### config.mk
export PLATFORM = sky130hd
export DESIGN_NAME = rand_spawn_ctrl
export DESIGN_NICKNAME = d
export VERILOG_FILES = /design/src/rtl/game_ctrl_pkg.sv /design/src/rtl/spawn_timer.sv /design/src/rtl/rand_spawn_ctrl.sv
export SDC_FILE = /design/constraint.sdc
export NUM_CORES = 1
export LEC_CHECK = 0
export ABC_AREA = 1
export BUFFER_PORTS_ARGS = -buffer_cell sky130_fd_sc_hd__buf_2
export CORE_MARGIN = 2
export CORE_UTILIZATION = 35
export CTS_CLUSTER_SIZE = 25
export DETAILED_ROUTE_END_ITERATION = 8
export PLACE_DENSITY = 0.54
export SKIP_CTS_REPAIR_TIMING = 1
export SLEW_MARGIN = 20
export SYNTH_ARGS = -nofsm -noshare
export SYNTH_HDL_FRONTEND = slang
export SYNTH_HIERARCHICAL = 1
export SYNTH_SLANG_ARGS = --single-unit
### constraint.sdc
create_clock -name i_clk -period 1.9 [get_ports i_clk]
set_clock_uncertainty 0.1 [all_clocks]
set_input_delay 0 -clock i_clk [delete_from_list [all_inputs] [get_ports i_clk]]
set_output_delay 0 -clock i_clk [all_outputs]
set_load 0.01 [all_outputs]
### src/rtl/game_ctrl_pkg.sv
// Shared types for the GameControl spawn path: controller states, random
// source width and the lane-index type used by the game FSM.
package game_ctrl_pkg;

  localparam int RAND_W     = 4;
  localparam int LANE_MAX_W = 4;

  typedef enum logic [2:0] {
    IDLE    = 3'd0,
    COUNT   = 3'd1,
    REQ     = 3'd2,
    SAMPLE  = 3'd3,
    PRESENT = 3'd4
  } spawn_state_e;

  typedef logic [RAND_W-1:0]     rand_t;
  typedef logic [LANE_MAX_W-1:0] lane_t;

endpackage

### src/rtl/spawn_timer.sv
// Loadable down-counter with a zero flag; saturates at zero so it never wraps.
module spawn_timer #(
  parameter int W = 8
) (
  input  logic         i_clk,
  input  logic         i_rst_n,
  input  logic         i_load,
  input  logic [W-1:0] i_load_val,
  input  logic         i_dec,
  output logic         o_zero
);

  logic [W-1:0] cnt_q;

  always_ff @(posedge i_clk or negedge i_rst_n) begin
    if (!i_rst_n) begin
      cnt_q <= '0;
    end else if (i_load) begin
      cnt_q <= i_load_val;
    end else if (i_dec && (cnt_q != '0)) begin
      cnt_q <= cnt_q - W'(1);
    end
  end

  assign o_zero = (cnt_q == '0);

endmodule

### src/rtl/rand_spawn_ctrl.sv
// Spawn pacing and lane selection from the 4-bit LFSR by rejection sampling.
// Optional: define NO_REPEAT_LANE_EN to reject a candidate equal to the last lane.
module rand_spawn_ctrl
  import game_ctrl_pkg::*;
#(
  parameter int NUM_LANES    = 6,
  parameter int SPAWN_PERIOD = 1000,
  parameter int MAX_RETRY    = 4,
  parameter int LANE_W       = (NUM_LANES > 1) ? $clog2(NUM_LANES) : 1
) (
  input  logic              i_clk,
  input  logic              i_rst_n,
  input  logic              i_en,
  input  logic [RAND_W-1:0] i_rand,
  output logic              o_rand_req,
  output logic              o_spawn_valid,
  input  logic              i_spawn_ready,
  output logic [LANE_W-1:0] o_spawn_lane,
  output logic              o_fallback
);

  localparam int TMR_W   = (SPAWN_PERIOD > 1) ? $clog2(SPAWN_PERIOD) : 1;
  localparam int RETRY_W = $clog2(MAX_RETRY + 1);

  spawn_state_e       state_q, state_n;
  logic [RETRY_W-1:0] retry_q, retry_n;
  logic [LANE_W-1:0]  lane_q, lane_n;
  logic [LANE_W-1:0]  last_lane_q, last_lane_n;
  logic               fb_q, fb_n;
  logic               tmr_load, tmr_dec, tmr_zero;

  logic               in_range;
  logic               cand_ok;
  logic [LANE_W-1:0]  cand_lane;
  logic [LANE_W-1:0]  fb_lane;

  spawn_timer #(
    .W (TMR_W)
  ) u_timer (
    .i_clk      (i_clk),
    .i_rst_n    (i_rst_n),
    .i_load     (tmr_load),
    .i_load_val (TMR_W'(SPAWN_PERIOD - 1)),
    .i_dec      (tmr_dec),
    .o_zero     (tmr_zero)
  );

  assign in_range  = (i_rand != '0) && ({1'b0, i_rand} <= 5'(NUM_LANES));
  assign cand_lane = LANE_W'(i_rand - RAND_W'(1));
  assign fb_lane   = (last_lane_q == LANE_W'(NUM_LANES - 1)) ? '0
                                                             : last_lane_q + LANE_W'(1);

`ifdef NO_REPEAT_LANE_EN
  assign cand_ok = in_range && (cand_lane != last_lane_q);
`else
  assign cand_ok = in_range;
`endif

  always_comb begin
    state_n     = state_q;
    retry_n     = retry_q;
    lane_n      = lane_q;
    fb_n        = fb_q;
    last_lane_n = last_lane_q;
    tmr_load    = 1'b0;
    tmr_dec     = 1'b0;

    case (state_q)
      IDLE: begin
        if (i_en) begin
          tmr_load = 1'b1;
          state_n  = COUNT;
        end
      end
      COUNT: begin
        if (!i_en) begin
          state_n = IDLE;
        end else if (tmr_zero) begin
          state_n = REQ;
        end else begin
          tmr_dec = 1'b1;
        end
      end
      REQ: begin
        if (!i_en) begin
          retry_n = '0;
          state_n = IDLE;
        end else begin
          state_n = SAMPLE;
        end
      end
      SAMPLE: begin
        // The generator stepped on the edge that ended REQ, so i_rand is fresh here.
        if (!i_en) begin
          retry_n = '0;
          state_n = IDLE;
        end else if (cand_ok) begin
          lane_n  = cand_lane;
          fb_n    = 1'b0;
          retry_n = '0;
          state_n = PRESENT;
        end else if (retry_q == RETRY_W'(MAX_RETRY - 1)) begin
          lane_n  = fb_lane;
          fb_n    = 1'b1;
          retry_n = '0;
          state_n = PRESENT;
        end else begin
          retry_n = retry_q + RETRY_W'(1);
          state_n = REQ;
        end
      end
      PRESENT: begin
        // The offer is held regardless of i_en until the game FSM takes it.
        if (i_spawn_ready) begin
          last_lane_n = lane_q;
          if (i_en) begin
            tmr_load = 1'b1;
            state_n  = COUNT;
          end else begin
            state_n = IDLE;
          end
        end
      end
      default: state_n = IDLE;
    endcase
  end

  always_ff @(posedge i_clk or negedge i_rst_n) begin
    if (!i_rst_n) begin
      state_q       <= IDLE;
      retry_q       <= '0;
      lane_q        <= '0;
      fb_q          <= 1'b0;
      last_lane_q   <= '0;
      o_rand_req    <= 1'b0;
      o_spawn_valid <= 1'b0;
    end else begin
      state_q       <= state_n;
      retry_q       <= retry_n;
      lane_q        <= lane_n;
      fb_q          <= fb_n;
      last_lane_q   <= last_lane_n;
      o_rand_req    <= (state_n == REQ);
      o_spawn_valid <= (state_n == PRESENT);
    end
  end

  assign o_spawn_lane = lane_q;
  assign o_fallback   = fb_q;

endmodule

# --- Yosys cells after proc, flatten, opt, wreduce, memory -nomap -nowiden ---
# Index checks and enable logic that the tools add are counted.
totals:
  memories: 0
  out_inout_bits: 6
  latch_bits: 0
  mem_bits_rw: 0
  register_bits: 25
  in_bits: 8
  romBits: 0
op_classes:
  n_mux: 28
  bitwise: 0
  shifts: 0
  add_sub_neg: 4
  n_div: 0
  n_eq_ne: 9
  magnitude_cmp: 1
  n_reduce_logical: 12
  n_mul: 0
ops:
  columns: ["operator", "n"]
  rows:
  - ["$mux W3", 14]
  - ["$mux W10", 2]
  - ["$pmux W3 S5", 1]
  - ["$eq A3 B2 Y1 const B", 4]
  - ["$logic_not A10 Y1", 1]
  - ["$reduce_bool A10 Y1", 1]
  - ["$sub A10 B1 Y10 const B", 1]
  - ["$eq A3 B3 Y1 const B", 3]
  - ["$mux W1", 8]
  - ["$add A3 B1 Y3 const B", 2]
  - ["$pmux W3 S2", 1]
  - ["$reduce_bool A2 Y1", 3]
  - ["$le A4 B3 Y1 const B", 1]
  - ["$reduce_and A2 Y1", 2]
  - ["$reduce_bool A4 Y1", 1]
  - ["$eq A3 B1 Y1 const B", 1]
  - ["$logic_not A3 Y1", 1]
  - ["$reduce_and A3 Y1", 1]
  - ["$sub A3 B1 Y3 const B", 1]
  - ["$logic_and A1 B1 Y1", 2]
  - ["$mux W2", 1]
  - ["$ne A2 B2 Y1 const B", 1]
  - ["$pmux W1 S2", 1]

# --- Depth between registers and ports, before layout ---
# Gate-level depths: netlist of run 1.
depth:
  ltp_word: 7
  depth_mapped: 12

# --- By module ---
# Netlist of run 1, hierarchy kept.
by_module_without_submodules:
  columns: ["mod", "area_per_inst_um2", "cells_per_inst", "n_inst", "seq_area_each_um2"]
  rows:
  - ["rand_spawn_ctrl", 840.8, 117, 1, 375.4]
  - ["spawn_timer", 758.2, 118, 1, 250.2]

# --- Worst setup path before layout of run 1 ---
# Ideal clock, no wire load.
synth_path:
  path_kind: "register -> register"
  start: "register u_timer.cnt_q[0]"
  end: "register u_timer.cnt_q[3]"
  slack_ns: 0.119
  arrival_ns: 1.564
  stages_incl_launch_ff: 13
  path_cell_list: "dfrtp_1 inv_1 ha_1 nand3_1 nor3_1 inv_1 nand3_1 inv_1 nand2_2 nand2_4 buf_6 nand2_1 o21ai_2"
synth_via:
  elab_chain_len: 6
  elab_cells_between_ends: 10
  cone_classes: "add/sub (1); mux (5); reduce/logical (4)"
synth_rtl:
  columns: ["element", "line", "rtl"]
  rows:
  - ["start: declaration", "spawn_timer.sv:13", "logic [W-1:0] cnt_q;"]
  - ["start signal: assignment", "spawn_timer.sv:19", "cnt_q <= i_load_val;"]
  - ["start signal: assignment", "spawn_timer.sv:21", "cnt_q <= cnt_q - W'(1);"]
  - ["$logic_not A10 Y1", "spawn_timer.sv:25", "assign o_zero = (cnt_q == '0);"]
  - ["net tmr_zero", "rand_spawn_ctrl.sv:30", "logic tmr_load, tmr_dec, tmr_zero;"]
  - ["$mux W1", "rand_spawn_ctrl.sv:78", "end else if (tmr_zero) begin"]
  - ["$mux W1", "rand_spawn_ctrl.sv:76", "if (!i_en) begin"]
  - ["$mux W1", "rand_spawn_ctrl.sv:68", "case (state_q)"]
  - ["net tmr_dec", "rand_spawn_ctrl.sv:30", null]
  - ["$logic_and A1 B1 Y1", "spawn_timer.sv:20", "end else if (i_dec && (cnt_q != '0)) begin"]
  - ["$reduce_bool A2 Y1 (no line)", null, null]
# The timed path passes the listed nets, and every way through them passes these cells. The select of a mux whose other input is x is not followed.
# A chain may end at the register's enable or synchronous reset.

# --- Final worst setup path of run 1 ---
layout_path:
  start: "register u_timer.cnt_q[0]"
  end: "register u_timer.cnt_q[8]"
# The elaborated chain is that of the path after synthesis.

==> flow_metrics.tcl, run 1 <==
set metrics [dict create \
    reg2reg_to "u_timer/cnt_q[8]" \
    clk_pin_slew_ps 100 \
    r2r.worst_path.cells 12 \
    hold_violations 0 \
    cts_tree "built" \
    critPathArrivalTime_ps 1820 \
    num_rows 24 \
    synth-seq-area-share_pct 39.1 \
    switching_share_pct 42.3 \
    io_buffer_count 13 \
    chipHeight_um 71.6 \
    layout-drive-gt1-share_pct 15.9 \
    holdPathEnd "o_fallback" \
    grt_pass1_vias 1343 \
    max_stage_delay_ps 380 \
    hpwl_um 2430 \
    timing.fmax_ghz 0.587 \
    place_congestion 0.744 \
    numClockSinks 25 \
    worst_skew_pair.late_latency_ps 280 \
    whs_ps 20.2 \
    ant_nets 0 \
    viasPerCell 4.47 \
    reg2reg_from "u_timer/cnt_q[0]" \
    crit_path_cell_trace "inv_1 -> ha_1 -> nand3_1 -> nor3_2 -> inv_1 -> nand3_1 -> inv_1 -> nand2_2 -> nand2_4 -> inv_1 -> nand2_1 -> nand2_1" \
    critPathMaxFanout 15 \
    yosysWarnings 6 \
    period_share_pct 89.7 \
    drv_slew 0 \
    p_total_uw 2140 \
    worstPathRequired_ps 2020 \
    die_x_um 71.6 \
    finalSetupViolations 0 \
    fin_crit_ps 1700 \
    cpLargestDelayFamily "simple AND/OR/NAND/NOR gates" \
    die_area_um2 5130 \
    drv_cap 0 \
    drc 0 \
    slew_headroom_pct 61.9 \
    wl_per_cell_um 10.0 \
    yosysUniqueCellTypes 22 \
    root_buffer "clkbuf_8" \
    ff2ff_setup_slack_ps 200 \
    grt_max_degree 26 \
    worstSetupPathType "flop to flop" \
    synthTopCellsByArea "dfrtp_1, nand2_1, inv_1" \
    clock_path_buffers 2 \
    synthCells 235 \
    diodes 0 \
    leakage_uw 0.00109 \
    vdd_drop_max_mv 0.673 \
    first_pass_iters 4 \
    placed_area_um2 1820 \
    dp.cells 316 \
    holdPathStages 5 \
    p_clk_share_pct 16.3 \
    setup_tns_ps 0 \
    avgSynthCellArea_um2 6.80 \
    final_cell_area_um2 1900 \
    cp-end-kind "flop" \
    numCtsBuffers 3 \
    grt_pass1_wl_um 5800 \
    p_comb_share_pct 47.7 \
    num_io_pins 14 \
    syn_to_final_growth_pct 18.8 \
    crit_slowest_cell "dfrtp_1" \
    power_switching_uw 905 \
    route.vias.total 1440 \
    layout_common_cells "nand2_1, inv_1, dfrtp_1" \
    yosys.area.top_type "dfrtp_1" \
    drtIter0Drc 38 \
    min_path_type "input pin to flop" \
    ys_ff_latch 25 \
    routed_wl_um 3220 \
    netlist.area_leader.share_pct 39.1 \
    rsz0062_at_grt "no" \
    stdcell_count 322 \
    initial_utilization_pct 36.5 \
    worst_pin_slew_ps 572 \
    cp_common_cell "inv_1" \
    nNetsFinal 284 \
    crit_buf_inv 4 \
    hp-start "i_en" \
    grt_util_all_layers_pct 14.2 \
    coreArea_um2 4380 \
    grt-ovfl-total 0 \
    layout_commonest_cell "nand2_1" \
    p_int_uw 1230 \
    syn-cell-area_um2 1600 \
    status "completed" \
    cts-htree-levels 1 \
    seqPwrFrac_pct 36.0 \
    power-per-cell-area_nw_per_um2 1130 \
    startpoint_type "flop" \
    antenna_found_initial 0 \
]
[per-stage QoR]
stage | utilization (%) | setup slack (ps)
2_1_floorplan | - | 119
3_3_place_gp | 41.5 | 182
3_5_place_dp | 41.5 | 134
4_1_cts | 42.6 | 120
5_1_grt | 43.3 | 5.82
6_report | 43.3 | 196
[worst reg2reg max path, stage by stage, from the launching register on]
cell and delay, ps:
dfrtp_1 380, inv_1 70, ha_1 160, nand3_1 120, nor3_2 160, inv_1 60
nand3_1 90, inv_1 70, nand2_2 100, nand2_4 130, inv_1 100, nand2_1 50
nand2_1 60
[registers in the layout (all words and copies together), names as in the netlist]
register,flops
retry_q,3
o_spawn_valid,1
o_rand_req,1
o_fallback,1
last_lane_q,3
state_q,3
o_spawn_lane,3
u_timer/cnt_q,10
[how the worst max path moves through the flow]
stage,startpoint,endpoint,slack (ps),depth (start not counted)
floorplan,u_timer/cnt_q[0],u_timer/cnt_q[3],120,12
global placement,u_timer/cnt_q[3],u_timer/cnt_q[1],180,10
detailed placement,u_timer/cnt_q[0],u_timer/cnt_q[6],130,11
CTS,u_timer/cnt_q[0],u_timer/cnt_q[6],120,11
global route,u_timer/cnt_q[0],u_timer/cnt_q[5],6,12
finish,u_timer/cnt_q[0],u_timer/cnt_q[8],200,12
[power groups by stage]
stage | logic (µW) | registers [µW] | clock network, µW
4_1_cts | 1010 | 763 | 358
3_5_place_dp | 1010 | 774 | 0
3_3_place_gp | 1020 | 777 | 0
6_report | 1020 | 770 | 348
2_1_floorplan | 704 | 766 | 0
5_1_grt | 1180 | 795 | 383
[synthesized netlist by cell type]
library cell,instances
nor2_2,3
clkinv_1,1
a21oi_1,5
nand2_4,1
nand3b_1,4
nand2_1,87
clkbuf_1,1
nand3_1,23
ha_1,5
nor2_1,18
o21ai_2,6
conb_1,2
inv_1,37
dfrtp_1,25
buf_6,1
nor3_1,1
nand4_1,2
nand2_2,2
nand3_2,1
o21ai_0,8
a21oi_2,1
nor3_2,1
[logic make-up (layout without fill, tap and decap cells)]
group	after synthesis	after routing	share of synthesized area (%)
flops	25	25	39.1
buf+inv	40	67	9.86
other cells	2	10	0.470
compound gates	20	20	7.90
fa+ha+maj	5	5	3.91
simple gates	143	143	38.7
[layout make-up]
cell class                 instances  area (µm²)
fill                             459        2480
multi-input combinational        178         856
sequential                        25         626
timing repair buffer              25         160
inverter                          38         143
tap                               52        65.1
clock buffer                       3        41.3
clock inverter                     1        8.76
[layer usage]
layer / global-route usage (%) / wire length, µm
met2: 21.1 / 1340
met5: 0 / 0
met4: 5.87 / 52
met3: 2.53 / 122
met1: 20.3 / 1710
No activity file was read; power rests on OpenSTA's default activity.
==> run 2, diff against run 1 <==
SETUP_SLACK_MARGIN = 0.2   (was not set)
==> run 2 against run 1 <==
Compared with the run above: first-iteration DRC count grew 79%; global-route usage is 0.49 points lower; sequential power grew 3.9%; sequential share of layout area fell by 1.4 points; clock power barely moved; worst setup slack gained 4.4 ps; sequential cell count unchanged; wire length rose by 4.7%; critical endpoint is now u_timer/cnt_q[6]; largest power group unchanged; highest routed layer unchanged.
==> flow_metrics.tcl, run 2 (synthesized netlist as in run 1, its figures left out) <==
set metrics [dict create \
    grt_util_all_layers_pct 13.7 \
    hold_violations 0 \
    layout_common_cells "nand2_1, inv_1, dfrtp_1" \
    switching_share_pct 43.9 \
    die_x_um 71.6 \
    grt_pass1_vias 1251 \
    reg2reg_to "u_timer/cnt_q[6]" \
    worstSetupPathType "flop to flop" \
    power-per-cell-area_nw_per_um2 1140 \
    syn_to_final_growth_pct 23.9 \
    layout_commonest_cell "nand2_1" \
    drv_cap 0 \
    holdPathEnd "o_spawn_lane[0]" \
    wl_per_cell_um 10.5 \
    power_switching_uw 990 \
    critPathMaxFanout 8 \
    largest_reg_flops 10 \
    numCtsBuffers 3 \
    drtIter0Drc 68 \
    status "completed" \
    cts_tree "built" \
    finalSetupViolations 0 \
    place_congestion 0.810 \
    setup_ws_ps 200 \
    root_buffer "clkbuf_8" \
    clk_pin_slew_ps 110 \
    nNetsFinal 285 \
    chipHeight_um 71.6 \
    leakage_uw 0.00110 \
    ff2ff_setup_slack_ps 200 \
    hpwl_um 2370 \
    drv_slew 0 \
    seqPwrFrac_pct 35.4 \
    diodes 0 \
    crit_slowest_cell "dfrtp_1" \
    routed_wl_um 3380 \
    r2r.worst_path.cells 11 \
    holdPathStages 6 \
    rsz0062_at_grt "yes" \
    min_path_type "input pin to flop" \
    worstPathRequired_ps 1970 \
    period_share_pct 89.5 \
    setup_tns_ps 0 \
    viasPerCell 4.57 \
    worst_skew_pair.late_latency_ps 280 \
    vdd_drop_max_mv 0.691 \
    place_ws_ps 101 \
    startpoint_type "flop" \
    hp-start "i_rand[3]" \
    die_area_um2 5130 \
    antenna_found_initial 0 \
    first_pass_iters 4 \
    cts-htree-levels 1 \
    p_comb_share_pct 49.2 \
    reg2reg_from "u_timer/cnt_q[0]" \
    num_rows 24 \
    route.vias.total 1476 \
    worst_pin_slew_ps 576 \
    layout-drive-gt1-share_pct 20.7 \
    fin_crit_ps 1700 \
    timing.fmax_ghz 0.588 \
    grt_pass1_wl_um 5560 \
    cp_common_cell "inv_2" \
    grt-ovfl-total 0 \
    max_stage_delay_ps 390 \
    initial_utilization_pct 36.5 \
    slew_headroom_pct 61.6 \
    num_io_pins 14 \
    coreArea_um2 4380 \
    clock_path_buffers 2 \
    grt_max_degree 26 \
    top_register "u_timer/cnt_q" \
    critPathArrivalTime_ps 1770 \
    io_buffer_count 13 \
    p_int_uw 1270 \
    ant_nets 0 \
    p_clk_share_pct 15.4 \
    drc 0 \
    crit_path_cell_trace "inv_2 -> ha_4 -> nand3_4 -> nor3_4 -> inv_1 -> nand3_2 -> inv_2 -> nand2_4 -> nand2_8 -> nand2_1 -> o21ai_2" \
    cp-end-kind "flop" \
    numClockSinks 25 \
]
## run 2: cell count changes in the layout (fill, tap and decap cells not counted), moves of 2 or more
| cell | delta |
|---|---|
| inv_2 | +5 |
| nand2_8 | +2 |
| nand3_1 | -2 |
| inv_1 | -5 |
| nand2_1 | -2 |
## run 2: cell type report
type | instances | area (µm²)
Sequential cell | 25 | 626
Clock inverter | 1 | 8.76
Clock buffer | 3 | 41.3
Inverter | 38 | 146
Tap cell | 52 | 65.1
Fill cell | 440 | 2400
Timing Repair Buffer | 25 | 160
Multi-Input combinational cell | 179 | 933
## run 2: worst max-delay path by stage
stage / startpoint / end / slack (ps) / depth (start not counted)
CTS: u_timer/cnt_q[0] / u_timer/cnt_q[6] / 70 / 11
global placement: u_timer/cnt_q[0] / u_timer/cnt_q[6] / 120 / 11
floorplan: u_timer/cnt_q[1] / u_timer/cnt_q[3] / 220 / 12
global route: u_timer/cnt_q[0] / u_timer/cnt_q[5] / 120 / 12
detailed placement: u_timer/cnt_q[0] / u_timer/cnt_q[1] / 100 / 11
finish: u_timer/cnt_q[0] / u_timer/cnt_q[6] / 200 / 11
## run 2: power groups by stage
stage	logic [µW]	registers [µW]	clock network (µW)
2_1_floorplan	733	768	0
3_3_place_gp	907	794	0
3_5_place_dp	900	794	0
4_1_cts	905	782	358
5_1_grt	1260	823	381
6_report	1110	800	348
## run 2: per-stage QoR
stage               total power [µW]  cells  hold slack, ps  area [µm²]  utilization [%]
detailed placement              1690    308           -62.6        1780             40.5
finish                          2260    323            15.5        1980             45.2
floorplan                       1500    243            -396        1650                -
CTS                             2050    312            -376        1830             41.7
global route                    2470    323            35.7        1980             45.2
global placement                1700    308           -66.2        1780             40.5
## run 2: worst max-delay path, delay by kind of cell (launching register included)
family,cells,cell delay [ps]
adders and majority gates,1,170
DFF,1,390
and+or+nand+nor,6,670
AOI/OAI and AO/OA,1,50
buffers and inverters,3,220
## run 2: routing by layer
metal,share of wire [%],global-route usage [%]
met4,1.1,5.66
met3,1.9,1.69
met5,0,0
met1,53,19.5
met2,44,21.0
